### config.mk
export PLATFORM = sky130hd
export DESIGN_NAME = summation_fsmd
export DESIGN_NICKNAME = d
export VERILOG_FILES = /design/src/rtl/summation_pkg.sv /design/src/rtl/summation_adder.sv /design/src/rtl/summation_fsmd.sv
export SDC_FILE = /design/constraint.sdc
export NUM_CORES = 1
export LEC_CHECK = 0
export BUFFER_PORTS_ARGS = -buffer_cell sky130_fd_sc_hd__buf_2
export CAP_MARGIN = 20
export CORE_UTILIZATION = 41
export CTS_CLUSTER_SIZE = 8
export DETAILED_ROUTE_END_ITERATION = 7
export HOLD_SLACK_MARGIN = 0.08
export PLACE_DENSITY = 0.61
export SETUP_SLACK_MARGIN = 0.02
export SYNTH_ARGS = -nofsm -noshare
export SYNTH_HDL_FRONTEND = slang
export SYNTH_SLANG_ARGS = --single-unit
export TNS_END_PERCENT = 100
### constraint.sdc
create_clock -name clk -period 3 [get_ports clk]
set_input_delay 0.75 -clock clk [delete_from_list [all_inputs] [get_ports clk]]
set_output_delay 0.75 -clock clk [all_outputs]
set_load 0.02 [all_outputs]
### src/rtl/summation_pkg.sv
// summation_pkg: shared state encoding and default widths for the summation FSMD.
`default_nettype none

package summation_pkg;

  localparam int DEFAULT_WIDTH   = 16;
  localparam int DEFAULT_N_WIDTH = 8;

  typedef enum logic [1:0] {
    IDLE = 2'd0,
    INIT = 2'd1,
    ACC  = 2'd2,
    DONE = 2'd3
  } state_t;

endpackage

`default_nettype wire

### src/rtl/summation_adder.sv
// summation_adder: WIDTH-bit accumulate step with carry-out.
// SUMMATION_SAT_EN defined -> result clamps to all-ones on carry; otherwise wraps.
`default_nettype none

module summation_adder #(
  parameter int WIDTH = 16
) (
  input  logic [WIDTH-1:0] a,
  input  logic [WIDTH-1:0] b,
  output logic [WIDTH-1:0] result,
  output logic             carry
);

  logic [WIDTH:0] full_sum;

  assign full_sum = {1'b0, a} + {1'b0, b};
  assign carry    = full_sum[WIDTH];

`ifdef SUMMATION_SAT_EN
  // Once clamped, every further positive add carries again, so the value sticks.
  assign result = carry ? {WIDTH{1'b1}} : full_sum[WIDTH-1:0];
`else
  assign result = full_sum[WIDTH-1:0];
`endif

endmodule

`default_nettype wire

### src/rtl/summation_fsmd.sv
// summation_fsmd: arithmetic-series sum n_first..n_last by step with start/busy/done handshake.
// Optional saturation build via SUMMATION_SAT_EN (implemented in summation_adder).
`default_nettype none

module summation_fsmd
  import summation_pkg::*;
#(
  parameter int WIDTH   = DEFAULT_WIDTH,
  parameter int N_WIDTH = DEFAULT_N_WIDTH
) (
  input  logic               clk,
  input  logic               reset,
  input  logic               start,
  input  logic [N_WIDTH-1:0] n_first,
  input  logic [N_WIDTH-1:0] n_last,
  input  logic [N_WIDTH-1:0] step,
  output logic               busy,
  output logic               done,
  output logic [WIDTH-1:0]   sum,
  output logic               overflow
);

  state_t             state;
  logic [N_WIDTH-1:0] first_q;
  logic [N_WIDTH-1:0] last_q;
  logic [N_WIDTH-1:0] step_q;
  logic [N_WIDTH-1:0] idx;
  logic [WIDTH-1:0]   acc;
  logic               ovf;

  logic [WIDTH-1:0]   idx_ext;
  logic [WIDTH-1:0]   add_result;
  logic               add_carry;
  logic [N_WIDTH:0]   next_idx;

  assign idx_ext  = WIDTH'(idx);
  // One extra bit so an index that runs past the top of the range still ends the series.
  assign next_idx = {1'b0, idx} + {1'b0, step_q};

  summation_adder #(
    .WIDTH (WIDTH)
  ) u_adder (
    .a      (acc),
    .b      (idx_ext),
    .result (add_result),
    .carry  (add_carry)
  );

  always_ff @(posedge clk) begin
    if (!reset) begin
      state    <= IDLE;
      first_q  <= '0;
      last_q   <= '0;
      step_q   <= '0;
      idx      <= '0;
      acc      <= '0;
      ovf      <= 1'b0;
      sum      <= '0;
      busy     <= 1'b0;
      done     <= 1'b0;
      overflow <= 1'b0;
    end else begin
      done <= 1'b0;
      case (state)
        IDLE: begin
          if (start) begin
            first_q <= n_first;
            last_q  <= n_last;
            step_q  <= (step == '0) ? N_WIDTH'(1) : step;
            busy    <= 1'b1;
            state   <= INIT;
          end
        end
        INIT: begin
          acc <= '0;
          idx <= first_q;
          ovf <= 1'b0;
          if (first_q > last_q) begin
            sum      <= '0;
            overflow <= 1'b0;
            done     <= 1'b1;
            state    <= DONE;
          end else begin
            state <= ACC;
          end
        end
        ACC: begin
          acc <= add_result;
          ovf <= ovf | add_carry;
          idx <= next_idx[N_WIDTH-1:0];
          if (next_idx > {1'b0, last_q}) begin
            sum      <= add_result;
            overflow <= ovf | add_carry;
            done     <= 1'b1;
            state    <= DONE;
          end
        end
        DONE: begin
          busy  <= 1'b0;
          state <= IDLE;
        end
        default: state <= IDLE;
      endcase
    end
  end

endmodule

`default_nettype wire
== Word level (Yosys, flattened, before mapping) ==
Cells that the tools add are included.
Storage, ports and cells
  input port bits: 27
  register bits after elaboration: 70
  word-level logic and storage cells: 49
  output and inout bits: 19
Cells by class
  equal/unequal tests: 6
  muxes and demuxes: 19
  add/subtract/negate cells: 2
  magnitude comparators: 2
  bitwise logic cells: 1
  reductions and logical operators: 8
Operator list (number)
  $pmux W16 S2: 2
  $mux W16: 2
  $add A16 B8 Y17: 1
  $pmux W8 S2: 1
  $add A8 B8 Y9: 1
  $gt A9 B8 Y1: 1
  $gt A8 B8 Y1: 1
  $logic_not A8 Y1: 1
  $mux W8: 1
  $pmux W1 S2: 4
  $pmux W2 S4: 1
  $mux W1: 6
  $ne A2 B2 Y1 const B: 3
  $reduce_and A2 Y1: 3
  $eq A2 B2 Y1 const B: 2
  $mux W2: 2
  $reduce_bool A2 Y1: 2
  $reduce_and A3 Y1: 1
  $eq A2 B1 Y1 const B: 1
  $logic_not A2 Y1: 1
  $or A1 B1 Y1: 1

== Logic depth before layout (Yosys ltp) ==
Gate-level depths: netlist (run 1).
  word-level depth: 4
  mapped depth: 13
  depth with buffers taken out: 12

== By module ==
From an unflattened synthesis (run 1), not the netlist that was laid out.
Second synthesis, totals
  cell total of the unflattened synthesis: 477
  area, all modules: 4042.6 um^2
Modules (own cells, without submodules)
  summation_fsmd: times used 1, sequential area each 1401.3 um^2, area each 3298.2 um^2, cells each 380
  summation_adder: times used 1, sequential area each 0.0 um^2, area each 744.5 um^2, cells each 97

== Worst setup path before layout (run 1) ==
OpenSTA, ideal clock, no wires.
  kind: register to register
  from: register idx[0]
  to: register sum[10]
  slack: -0.111 ns
  cell stages (with the launch flop): 14
  library setup time: 0.067 ns
  required time: 2.933 ns
  clock period less this slack: 3.111 ns
  arrival: 3.044 ns
  path buffers: 1
  cells stage by stage: dfxtp_1 > ha_1 > fa_1 > a211oi_1 > o21ai_0 > xor2_1 > ha_1 > a211oi_1 > o211ai_1 > o211a_1 > nor2_4 > buf_2 > o21ai_0 > a21oi_2
Between the ends
  longest elaborated chain between the ends: 4
  elaborated cells on any way between the ends: 7
  those cells by class: 2 x add/sub; 1 x order compare; 1 x eq/ne; 2 x mux; 1 x reduce/logical
Ends and longest elaborated chain
  from (decl): RTL line summation_fsmd.sv:27  | logic [N_WIDTH-1:0] idx;
  from (signal assigned): RTL line summation_fsmd.sv:76  | idx <= first_q;
  from (signal assigned): RTL line summation_fsmd.sv:90  | idx <= next_idx[N_WIDTH-1:0];
  $add A8 B8 Y9: RTL line summation_fsmd.sv:38  | assign next_idx = {1'b0, idx} + {1'b0, step_q};
  $gt A9 B8 Y1: RTL line summation_fsmd.sv:91  | if (next_idx > {1'b0, last_q}) begin
  $ne A2 B2 Y1 (no line)
  $reduce_and A3 Y1 (no line)
  to (signal assigned): RTL line summation_fsmd.sv:92  | sum <= add_result;
  to (decl): RTL line summation_fsmd.sv:19  | output logic [WIDTH-1:0] sum,
Parallel ways exist; a longest one is shown, timed or not. The select of a mux whose other input is x is not followed.
A chain may end at the register's enable or synchronous reset.

== Worst setup path in the final report (run 1) ==
  from: register step_q[4]
  to: register sum[13]
Between the ends
  longest elaborated chain between the ends: 4
Ends and longest elaborated chain
  from (decl): RTL line summation_fsmd.sv:26  | logic [N_WIDTH-1:0] step_q;
  from (signal assigned): RTL line summation_fsmd.sv:69  | step_q <= (step == '0) ? N_WIDTH'(1) : step;
  $add A8 B8 Y9: RTL line summation_fsmd.sv:38
  $gt A9 B8 Y1: RTL line summation_fsmd.sv:91
  $ne A2 B2 Y1 (no line)
  $reduce_and A3 Y1 (no line)
No other way between the ends.

==> summary.md, run 1 <==
| Metric | Value |
|---|---|
| Clock slew seen by the registers of the worst setup and hold paths | `0.08 ns` |
| Area of the multi-input gates | `2570 sq um` |
| Worst-case setup margin in the final layout | `-0.0625 ns` |
| FF-to-FF Start | `step_q[4]$_SDFFE_PN0P_` |
| Number of setup violations in the final report | `2` |
| Detailed-routing iteration count for the pre-antenna-repair pass | `4` |
| Highest attainable clock frequency | `327 MHz` |
| Core region area | `9370 sq um` |
| Required @ worst endpoint | `3.28 ns` |
| Static Leakage | `0.00198 uW` |
| TritonCTS clock tree | `done` |
| Crit path from | `step_q[4]$_SDFFE_PN0P_` |
| Number of global-route vias before repair | `3415` |
| Count of boundary I/O pins | `46` |
| Flip-flop cell with the highest count after synthesis | `dfxtp_1` |
| Post-route antenna net violation count | `0` |
| Most numerous cell on the critical path | `a21oi_1` |
| Final Hold Viols | `0` |
| Weighted congestion at the end of routability-driven global placement | `0.899` |
| Unrepaired setup endpoints after global routing | `true` |
| Number of register bits inferred by synthesis | `70` |
| Areal power density over the cells | `881 nW/um^2` |
| Share of power burned in registers | `0.278` |
| Total via count after detailed routing | `3623` |
| Routed vias/inst | `5.34` |
| Maximum root-to-sink buffer count | `2` |
| Mean area per synthesized cell | `8.33 sq um` |
| Share of final-layout standard cells stronger than drive strength 1 | `0.233` |
| Fin Setup TNS | `-0.103 ns` |
| Async set or reset register ratio after synthesis | `0` |
| Type of the setup path with the least slack | `flop to flop` |
| Antenna Cells | `0` |
| Effective utilization at floorplan | `0.431` |
| Clk Latency, worst-skew pair | `0.36 ns` |
| Maximum fanout along the worst path | `3` |
| Number of standard cells after synthesis | `485` |
| Largest vdd supply drop | `0.000367 V` |
| Die area | `10300 sq um` |
| DR DRC count | `0` |
| Number of buffers created by CTS | `9` |
| Class of the tightest hold or removal check | `flop to flop` |
| Yosys Warn Count | `0` |
| Share of the cycle needed by the critical path after routing | `1.02` |
| Clock tree sinks | `70` |
| CP max-delay cell | `or4b_1` |
| Max-slew headroom | `0.440` |
| Hpwl dp | `7.44 mm` |
| CTS H-tree lvls | `3` |
| Total routing resource utilization after global routing | `0.210` |
| Endpoint of the most critical register-to-register path | `sum[13]$_SDFFE_PN0P_` |
| Max-slew violations | `0` |
| Total routed wirelength | `10.0 mm` |
| Register-to-register setup slack | `-0.06 ns` |
| Number of synthesized flops with an enable pin | `0` |
| Total area of sequential cells | `1410 sq um` |
| Largest stage delay on the critical path | `0.49 ns` |
| Clock tree root driver cell | `clkbuf_8` |
| Run status | `complete, but fails checks` |
| Portion of the post-synthesis area used by sequential elements | `0.347` |
| Layout overhead on the synthesized area | `20.9%` |
| Overflow left after global routing | `0` |
| Number of distinct library cells after synthesis | `54` |
| DR WL/cell | `14.8 um` |
| Data arrival at the endpoint of the critical path | `3.35 ns` |
| Hold depth | `2` |
| Filler-free cell count of the finished design | `678` |
| Layout Skew | `0.00885 ns` |
| Launching element type of the critical path | `flop` |
| Final net count | `609` |
| Site Rows | `35` |
| Number of antenna violations at the first check in global routing | `0` |
| Share of total power in combinational logic | `0.512` |
| Final min period | `3.06 ns` |
| Post-synth design cell area | `4040 sq um` |
| Placed Cells | `654` |
| Die Ht | `101 um` |
| Post-Syn Nets | `550` |
| Internal Power | `2510 uW` |
| Initial drt markers | `122` |
| Fraction of power consumed by the clock network | `0.209` |
| Largest net degree at the start of global routing | `26` |
| CP Cell Sequence | `ha_4, and3_4, a221o_1, o41ai_2, xnor2_1, ha_2, nor2_1, a21oi_1, o211a_1, nor2_4, or4b_1, a21oi_1` |
| Wire length of the first global-routing pass | `16.7 mm` |
| Number of maximum-capacitance constraint violations | `0` |
| Count of fill cells added during filler insertion | `940` |
| Layout Utilization | `0.521` |
| Hold-critical path endpoint | `last_q[6]$_SDFFE_PN0P_` |
| Die span in x | `101 um` |
| Least-Margin Pin Slew | `0.840 ns` |
| PortBufs | `45` |
| Worst Reg-to-Reg Cells | `12` |
| Endpoint type of the worst setup path | `flop` |
| Startpoint of the lowest-slack hold path | `last_q[6]$_SDFFE_PN0P_` |
| Violations in the final reports | `negative setup slack` |
| Net switching share of the total power | `0.416` |
| Net switching component of the power | `1790 uW` |
-- state kept, by name, summed over array words and instances, names as in the netlist --
name / flops
acc: 16
done: 1
last_q: 8
step_q: 8
sum: 16
first_q: 8
busy: 1
idx: 8
ovf: 1
overflow: 1
state: 2
-- critical path, delay by kind of cell, from the launching register on --
kind	cells	cell delay, ns
adder cells (fa/ha/maj)	2	0.58
flip-flops	1	0.35
XOR/XNOR	1	0.14
AND/OR/NAND/NOR	4	0.75
AO/OA/AOI/OAI	5	1.16
-- worst max-delay path by stage --
| stage | end |
|---|---|
| 6_report | sum[13]$_SDFFE_PN0P_ |
| 5_1_grt | sum[13]$_SDFFE_PN0P_ |
| 4_1_cts | sum[13]$_SDFFE_PN0P_ |
| 3_5_place_dp | sum[13]$_SDFFE_PN0P_ |
| 3_3_place_gp | sum[13]$_SDFFE_PN0P_ |
| 2_1_floorplan | sum[10]$_SDFFE_PN0P_ |
-- power groups by stage --
stage,registers (uW),clock network [uW],logic [uW]
3_3_place_gp,1200,0,1990
2_1_floorplan,1180,0,1510
3_5_place_dp,1200,0,2050
5_1_grt,1220,963,2450
4_1_cts,1190,909,2160
6_report,1200,901,2210
-- per-layer routing --
metal,up-vias,GRT usage,part of all wire,routed length (um)
li1,1853,-,-,-
met1,1698,0.281,0.50,5040
met2,62,0.340,0.45,4500
met3,10,0.0386,0.033,330
met4,0,0.0680,0.014,136
met5,-,0,0,0
-- cell type report --
cell class              instances  share of cell area
multi-input cells             374               0.525
flip-flops and latches         70               0.289
repair buffers                 73              0.0924
well taps                     129              0.0330
clock buffers                  11              0.0310
clock inverters                 5              0.0166
inverters                      16              0.0123
-- what timing repair did --
item	CTS	global route
pin swaps	3	1
buffers inserted	5	2
hold buffers	0	0
gates resized for setup	19	8
cloned	0	1
setup endpoints to repair	19	20
-- kinds of logic after synthesis --
kind of cell	Yosys count	synth area share
AOI/OAI and AO/OA	146	0.228
xor gates and xnor gates	14	0.0303
adders and majority gates	38	0.121
buffers and inverters	41	0.0403
DFF	70	0.347
muxes	17	0.0421
and+or+nand+nor	159	0.191
-- per-stage QoR --
step | hold WS, ns | total power (uW) | setup WS, ns | instance area (sq um)
CTS | 0.457 | 4260 | -0.0451 | 4850
global route | 0.488 | 4630 | -0.238 | 4890
finish | 0.456 | 4300 | -0.0625 | 4890
floorplan | 0.436 | 2690 | 0.0436 | 4050
detailed placement | 0.447 | 3250 | -0.120 | 4500
global placement | 0.446 | 3190 | -0.0175 | 4500
-- Yosys cell counts (4+ instances only) --
| library cell | number | area, sq um |
|---|---|---|
| a211oi_1 | 9 | 67.6 |
| a21o_1 | 4 | 30.0 |
| a21oi_1 | 62 | 310 |
| a31oi_1 | 7 | 43.8 |
| and2_1 | 4 | 25.0 |
| and3_1 | 6 | 37.5 |
| buf_2 | 4 | 20.0 |
| clkbuf_1 | 17 | 63.8 |
| dfxtp_1 | 70 | 1400 |
| ha_1 | 36 | 450 |
| inv_1 | 15 | 56.3 |
| mux2i_1 | 17 | 170 |
| nand2_1 | 60 | 225 |
| nand2b_1 | 10 | 62.6 |
| nand3_1 | 15 | 75.1 |
| nand4_1 | 11 | 68.8 |
| nor2_1 | 29 | 109 |
| nor2b_1 | 6 | 37.5 |
| nor3_1 | 7 | 35.0 |
| o211ai_1 | 6 | 45.0 |
| o21ai_0 | 13 | 65.1 |
| o21ai_1 | 17 | 85.1 |
| xnor2_1 | 10 | 87.6 |
| xor2_1 | 4 | 35.0 |
-- cells in the final DEF (no fill, tap or decap), drive strengths merged, types with 3 or more instances in the layout --
master | netlist | routed
a211oi | 11 | 11
a21boi | 4 | 4
a21o | 4 | 4
a21oi | 64 | 64
a31oi | 7 | 7
and2 | 4 | 4
and3 | 6 | 6
buf | 7 | 73
clkbuf | 18 | 11
dfxtp | 70 | 70
ha | 36 | 36
inv | 16 | 16
mux2i | 17 | 17
nand2 | 60 | 60
nand2b | 10 | 10
nand3 | 15 | 15
nand4 | 11 | 11
nor2 | 30 | 30
nor2b | 6 | 6
nor3 | 7 | 7
nor4 | 3 | 3
o211ai | 7 | 7
o21a | 3 | 3
o21ai | 30 | 30
o31ai | 3 | 3
or4 | 3 | 3
xnor2 | 10 | 10
xor2 | 4 | 4
Note: power is estimated with default switching activity, not from simulation.
==> inputs of run 2 (changes only) <==
--- a/config.mk
+++ b/config.mk
@@ -15,5 +15,6 @@
 export SETUP_SLACK_MARGIN = 0.02
 export SYNTH_ARGS = -nofsm -noshare
 export SYNTH_HDL_FRONTEND = slang
+export SYNTH_HIERARCHICAL = 1
 export SYNTH_SLANG_ARGS = --single-unit
 export TNS_END_PERCENT = 100
==> run 2 against run 1 <==
Net effect:
- the run still ends with negative setup slack left
- clock skew increased by 0.0049 ns
- design area grew 0.18%
- flip-flop and latch count unchanged
- combinational power shrank 19%
- via count grew 0.83%
- area after synthesis barely moved
- critical path depth stayed put
- core utilization is 0.15 points lower
- count of clock-buffer cells in the layout down 1
- sequential power decreased by 3%
- global-route usage down 0.45 points
- non-clock buffer count decreased by 2
- largest cell class unchanged
==> summary.md, run 2 <==
| Metric | Value |
|---|---|
| Final Hold Slack | `0.458 ns` |
| Unrepaired setup endpoints after global routing | `true` |
| Area after DPL | `4520 sq um` |
| Weighted congestion at the end of routability-driven global placement | `0.939` |
| Share of the synthesized area in the top cell type | `0.347` |
| Number of buffers created by CTS | `9` |
| Net switching component of the power | `1510 uW` |
| Overflow left after global routing | `0` |
| Flip-flop cell with the highest count after synthesis | `dfxtp_1` |
| DR DRC count | `0` |
| Number of maximum-capacitance constraint violations | `0` |
| Post-synth design cell area | `4040 sq um` |
| Filler-free cell count of the finished design | `676` |
| Die span in x | `101 um` |
| Max-slew headroom | `0.396` |
| Post-route cell area | `4890 sq um` |
| Layout Skew | `0.0137 ns` |
| TritonCTS clock tree | `done` |
| Share of total power in combinational logic | `0.454` |
| Initial drt markers | `162` |
| Clock tree root driver cell | `clkbuf_8` |
| Largest net degree at the start of global routing | `34` |
| Largest vdd supply drop | `0.000415 V` |
| Launching element type of the critical path | `flop` |
| Data arrival at the endpoint of the critical path | `3.54 ns` |
| Areal power density over the cells | `809 nW/um^2` |
| PortBufs | `45` |
| Number of register bits inferred by synthesis | `70` |
| Total routing resource utilization after global routing | `0.205` |
| Final Hold Viols | `0` |
| Final net count | `615` |
| Yosys Warn Count | `6` |
| Async set or reset register ratio after synthesis | `0` |
| Violations in the final reports | `negative setup slack` |
| CTS H-tree lvls | `3` |
| Fraction of power consumed by the clock network | `0.252` |
| Max-slew violations | `0` |
| Synth top area cells | `dfxtp_1, ha_1, a21oi_1, nand2_1, a32o_1` |
| Maximum root-to-sink buffer count | `2` |
| Share of final-layout standard cells stronger than drive strength 1 | `0.207` |
| Core region area | `9420 sq um` |
| Worst-case setup margin in the final layout | `-0.313 ns` |
| Detailed-routing iteration count for the pre-antenna-repair pass | `4` |
| Number of synthesized flops with an enable pin | `0` |
| Net switching share of the total power | `0.382` |
| Total power draw | `3960 uW` |
| Effective utilization at floorplan | `0.429` |
| Endpoint type of the worst setup path | `flop` |
| Required @ worst endpoint | `3.22 ns` |
| Internal Power | `2450 uW` |
| Placed Cells | `655` |
| Type of the setup path with the least slack | `flop to flop` |
| Total via count after detailed routing | `3653` |
| Maximum fanout along the worst path | `8` |
| Post-route antenna net violation count | `0` |
| Layout Utilization | `0.520` |
| Library cell occupying the most area in the post-synthesis netlist | `dfxtp_1` |
| Mean area per synthesized cell | `8.48 sq um` |
| Number of distinct library cells after synthesis | `53` |
| Top-count cell post-synth | `nand2_1` |
| Wire length of the first global-routing pass | `16.3 mm` |
| Number of standard cells after synthesis | `477` |
| Most common cell after layout, fill and taps aside | `nand2_1` |
| Count of fill cells added during filler insertion | `918` |
| Antenna Cells | `0` |
| Site Rows | `35` |
| Die area | `10300 sq um` |
| Number of global-route vias before repair | `3336` |
| Highest attainable clock frequency | `302 MHz` |
| Routed vias/inst | `5.40` |
| Clock tree sinks | `70` |
| Registers with the highest flip-flop counts | `acc x16, sum x16` |
| Layout overhead on the synthesized area | `21.1%` |
| DR WL/cell | `14.7 um` |
| Commonest cells in the netlist | `nand2_1, a21oi_1, dfxtp_1, ha_1, nand3_1` |
| Count of boundary I/O pins | `46` |
| Clock slew seen by the registers of the worst setup and hold paths | `0.08 ns` |
| Share of power burned in registers | `0.294` |
| Hpwl dp | `7.34 mm` |
| Most used cells in the layout excluding fill and tap cells | `nand2_1, a21oi_1, dfxtp_1` |
| Final min period | `3.31 ns` |
| Hold bufs inserted after CTS | `0` |
| Least-Margin Pin Slew | `0.906 ns` |
| Total routed wirelength | `9.94 mm` |
| Number of antenna violations at the first check in global routing | `0` |
| Portion of the post-synthesis area used by sequential elements | `0.347` |
| Clk Latency, worst-skew pair | `0.34 ns` |
| Die Ht | `101 um` |
| Share of the cycle needed by the critical path after routing | `1.10` |
| Number of setup violations in the final report | `20` |
| Run status | `complete, but fails checks` |
| Class of the tightest hold or removal check | `flop to flop` |
| Static Leakage | `0.00213 uW` |
## run 2: changes by cell type after synthesis, sizes merged, moves of 7 or more
cell,previous run,this run
a21oi,64,72
a32o,0,16
ha,36,44
mux2i,17,10
nand2,60,80
nand2b,10,3
nand3,15,24
nand4,11,2
nor2,30,17
o21ai,30,16
## run 2: worst paths after layout
| kind | start | to | slack (ns) | depth (start not counted) |
|---|---|---|---|---|
| setup / recovery | idx[0]$_SDFFE_PN0P_ | sum[2]$_SDFFE_PN0P_ | -0.31 | 12 |
| hold / removal | last_q[5]$_SDFFE_PN0P_ | last_q[5]$_SDFFE_PN0P_ | 0.46 | 2 |
| setup reg to reg | idx[0]$_SDFFE_PN0P_ | sum[2]$_SDFFE_PN0P_ | -0.31 | 12 |
| hold reg to reg | last_q[5]$_SDFFE_PN0P_ | last_q[5]$_SDFFE_PN0P_ | 0.46 | 2 |
## run 2: power by group through the flow
| stage | Combinational, uW | Clock (uW) | Sequential (uW) |
|---|---|---|---|
| 3_5_place_dp | 1630 | 0 | 1180 |
| 4_1_cts | 1750 | 1030 | 1160 |
| 6_report | 1800 | 999 | 1160 |
| 3_3_place_gp | 1590 | 0 | 1170 |
| 2_1_floorplan | 1150 | 0 | 1170 |
| 5_1_grt | 2000 | 1070 | 1180 |
## run 2: worst max-delay path: stages, from the launching register on
cell      delay, ns
dfxtp_2        0.34
ha_4           0.16
fa_2           0.34
a21o_1         0.17
a21oi_2        0.16
xnor2_2        0.10
ha_1           0.31
and4_1         0.17
a221o_1        0.34
a221oi_2       0.30
o211ai_1       0.26
and3_4         0.32
a32o_1         0.24
## run 2: timing repair
action	4_1_cts	5_1_grt
pin swaps	17	15
gates cloned	1	0
setup endpoints to repair	20	20
buffers inserted	3	1
resized for setup	6	11
## run 2: cells by family (layout without fill, tap and decap cells)
| family | after synthesis | in the layout | synth area share |
|---|---|---|---|
| buffers and inverters | 44 | 106 | 0.0474 |
| muxes | 10 | 10 | 0.0248 |
| other | 1 | 8 | 0.000928 |
| and+or+nand+nor | 141 | 142 | 0.151 |
| adders and majority gates | 46 | 46 | 0.146 |
| xor gates and xnor gates | 19 | 19 | 0.0412 |
| AOI/OAI and AO/OA | 146 | 146 | 0.242 |
| DFF | 70 | 70 | 0.347 |
## run 2: area by class of cell
| cell class | count | area [sq um] | share of cell area |
|---|---|---|---|
| Multi-Input combinational cell | 371 | 2560 | 0.522 |
| Timing Repair Buffer | 71 | 437 | 0.0892 |
| Clock buffer | 10 | 128 | 0.0261 |
| Inverter | 19 | 71.3 | 0.0146 |
| Tap cell | 129 | 161 | 0.0330 |
| Sequential cell | 70 | 1410 | 0.287 |
| Clock inverter | 6 | 134 | 0.0274 |
## run 2: per-layer routing
layer / vias up / part of all wire / GRT usage
li1: 1840 / - / -
met1: 1733 / 0.50 / 0.283
met2: 72 / 0.45 / 0.335
met3: 8 / 0.037 / 0.0269
met4: 0 / 0.0083 / 0.0602
met5: - / 0 / 0
## run 2: per-stage QoR
| stage | setup TNS, ns | setup WS [ns] |
|---|---|---|
| floorplan | -2.42 | -0.193 |
| global placement | -5.37 | -0.319 |
| detailed placement | -6.66 | -0.387 |
| CTS | -4.85 | -0.270 |
| global route | -8.35 | -0.469 |
| finish | -5.24 | -0.313 |
==> inputs of run 3 (changes only) <==
--- a/config.mk
+++ b/config.mk
@@ -7,6 +7,7 @@
 export LEC_CHECK = 0
 export BUFFER_PORTS_ARGS = -buffer_cell sky130_fd_sc_hd__buf_2
 export CAP_MARGIN = 20
+export CORE_ASPECT_RATIO = 0.6
 export CORE_UTILIZATION = 41
 export CTS_CLUSTER_SIZE = 8
 export DETAILED_ROUTE_END_ITERATION = 7
==> run 3 against run 2 <==
Net effect:
- design area up 0.74%
- critical endpoint is now sum[3]$_SDFFE_PN0P_
- core utilization up 0.71 points
- die area rose by 0.13%
- total power grew 2.2%
- the run still ends with negative setup slack left
==> summary.md, run 3 (synthesis results as in run 2) <==
| Metric | Value |
|---|---|
| Run status | `complete, but fails checks` |
| Violations in the final reports | `negative setup slack` |
| Class of the tightest hold or removal check | `flop to flop` |
| Effective utilization at floorplan | `0.432` |
| Largest stage delay on the critical path | `0.35 ns` |
| Most common cell after layout, fill and taps aside | `nand2_1` |
| Registers with the highest flip-flop counts | `acc x16, sum x16` |
| Internal Power | `2460 uW` |
| Clk Latency, worst-skew pair | `0.34 ns` |
| Required @ worst endpoint | `3.22 ns` |
| Number of buffers created by CTS | `9` |
| Count of boundary I/O pins | `46` |
| Core region area | `9360 sq um` |
| Total power draw | `4050 uW` |
| Met1 capacity usage during global routing | `0.341` |
| Largest vdd supply drop | `0.000328 V` |
| PortBufs | `45` |
| Total routing resource utilization after global routing | `0.222` |
| Site Rows | `27` |
| CP max-delay cell | `fa_2` |
| Die Ht | `78.9 um` |
| Count of fill cells added during filler insertion | `906` |
| Detailed-routing iteration count for the pre-antenna-repair pass | `4` |
| DR WL/cell | `16.0 um` |
| Die area | `10300 sq um` |
| Number of antenna violations at the first check in global routing | `0` |
| Overflow left after global routing | `0` |
| TritonCTS clock tree | `done` |
| Least-Margin Pin Slew | `0.919 ns` |
| DR DRC count | `0` |
| Clock slew seen by the registers of the worst setup and hold paths | `0.06 ns` |
| Routed vias/inst | `5.41` |
| Number of maximum-capacitance constraint violations | `0` |
| Hpwl dp | `7.96 mm` |
| Clock tree sinks | `70` |
| Met3 global-route usage | `0.0633` |
| Type of the setup path with the least slack | `flop to flop` |
| Number of global-route vias before repair | `3351` |
| Fraction of power consumed by the clock network | `0.265` |
| Highest attainable clock frequency | `299 MHz` |
| Most used cells in the layout excluding fill and tap cells | `nand2_1, a21oi_1, dfxtp_1` |
| Maximum fanout along the worst path | `8` |
| Max-slew headroom | `0.387` |
| Launching element type of the critical path | `flop` |
| Share of final-layout standard cells stronger than drive strength 1 | `0.202` |
| CP Cell Sequence | `ha_4, fa_2, a21o_1, a21oi_2, xnor2_2, ha_1, and4_1, a221o_1, a221oi_2, o211ai_1, and3_4, buf_12, a32o_1` |
| Die span in x | `130 um` |
| Layout Skew | `0.00883 ns` |
| Worst-case setup margin in the final layout | `-0.348 ns` |
| Net switching component of the power | `1580 uW` |
| Post-route antenna net violation count | `0` |
| Share of total power in combinational logic | `0.448` |
| CTS H-tree lvls | `3` |
| Layer with the highest usage | `met1` |
| Final net count | `613` |
| Data arrival at the endpoint of the critical path | `3.57 ns` |
| Number of setup violations in the final report | `20` |
| Largest net degree at the start of global routing | `45` |
| Final min period | `3.35 ns` |
| Areal power density over the cells | `821 nW/um^2` |
| Share of power burned in registers | `0.287` |
| Total via count after detailed routing | `3653` |
| Max-slew violations | `0` |
| Met2 Track Usage GR | `0.298` |
| Share of the cycle needed by the critical path after routing | `1.12` |
| Clock tree root driver cell | `clkbuf_16` |
| Fin Setup TNS | `-6.06 ns` |
| Final Hold Viols | `0` |
| Initial drt markers | `238` |
| Wire length of the first global-routing pass | `17.2 mm` |
| Total routed wirelength | `10.8 mm` |
| Static Leakage | `0.00215 uW` |
| Antenna Cells | `0` |
| Weighted congestion at the end of routability-driven global placement | `0.845` |
| Maximum root-to-sink buffer count | `2` |
| Layout overhead on the synthesized area | `22.0%` |
| Unrepaired setup endpoints after global routing | `true` |
| Net switching share of the total power | `0.391` |
| Hold bufs inserted after CTS | `0` |
| Endpoint type of the worst setup path | `flop` |
run 3: cell types whose count changed in the layout (fill, tap and decap cells not counted), sizes merged:
cell	change
and3	-1
inv	+2
clkinvlp	+1
buf	-2
clkbuf	+1
bufinv	-3
run 3: layout make-up:
type | count | area (sq um) | share of cell area
clock buffer | 10 | 229 | 0.0464
clock inverter | 6 | 68.8 | 0.0140
multi-input combinational | 370 | 2530 | 0.514
timing repair buffer | 70 | 459 | 0.0931
tap | 130 | 163 | 0.0330
sequential | 70 | 1410 | 0.285
inverter | 19 | 71.3 | 0.0145
run 3: repair_timing:
action,in CTS,in global routing
buffers inserted,4,1
gates cloned,0,1
resized for setup,5,8
hold endpoints to repair,0,0
endpoints found under the setup margin,20,20
pin swaps,10,8
run 3: worst paths after layout:
path | end | slack, ns | depth (start not counted) | from
hold reg to reg | last_q[3]$_SDFFE_PN0P_ | 0.46 | 2 | last_q[3]$_SDFFE_PN0P_
setup reg to reg | sum[3]$_SDFFE_PN0P_ | -0.35 | 13 | idx[0]$_SDFFE_PN0P_
hold / removal | last_q[3]$_SDFFE_PN0P_ | 0.46 | 2 | last_q[3]$_SDFFE_PN0P_
setup / recovery | sum[3]$_SDFFE_PN0P_ | -0.35 | 13 | idx[0]$_SDFFE_PN0P_
run 3: layer usage:
layer  share of wire  vias up
met5               0        -
met4          0.0043        0
met3           0.072        4
met2            0.38       99
met1            0.55     1710
li1                -     1840
run 3: stage by stage:
step | hold WS, ns | setup WS, ns | instances | area, sq um | util
after floorplan | 0.436 | -0.193 | 484 | 4090 | -
after global placement | 0.445 | -0.370 | 654 | 4520 | 0.483
after detailed placement | 0.451 | -0.425 | 654 | 4520 | 0.483
after CTS | 0.459 | -0.302 | 673 | 4870 | 0.520
after global routing | 0.478 | -0.427 | 675 | 4930 | 0.527
final | 0.456 | -0.348 | 675 | 4930 | 0.527
run 3: worst max-delay path: cells and delay by family (launching register included):
kind / cells / cell delay (ns)
adders and majority gates: 3 / 0.77
DFF: 1 / 0.34
and+or+nand+nor: 2 / 0.41
buffers and inverters: 1 / 0.15
AOI/OAI and AO/OA: 6 / 1.43
xor gates and xnor gates: 1 / 0.14
run 3: power groups by stage:
stage / clock, uW / sequential, uW / combinational, uW
6_report: 1070 / 1160 / 1810
4_1_cts: 1090 / 1160 / 1750
3_3_place_gp: 0 / 1170 / 1630
2_1_floorplan: 0 / 1170 / 1150
3_5_place_dp: 0 / 1180 / 1670
5_1_grt: 1140 / 1180 / 2010
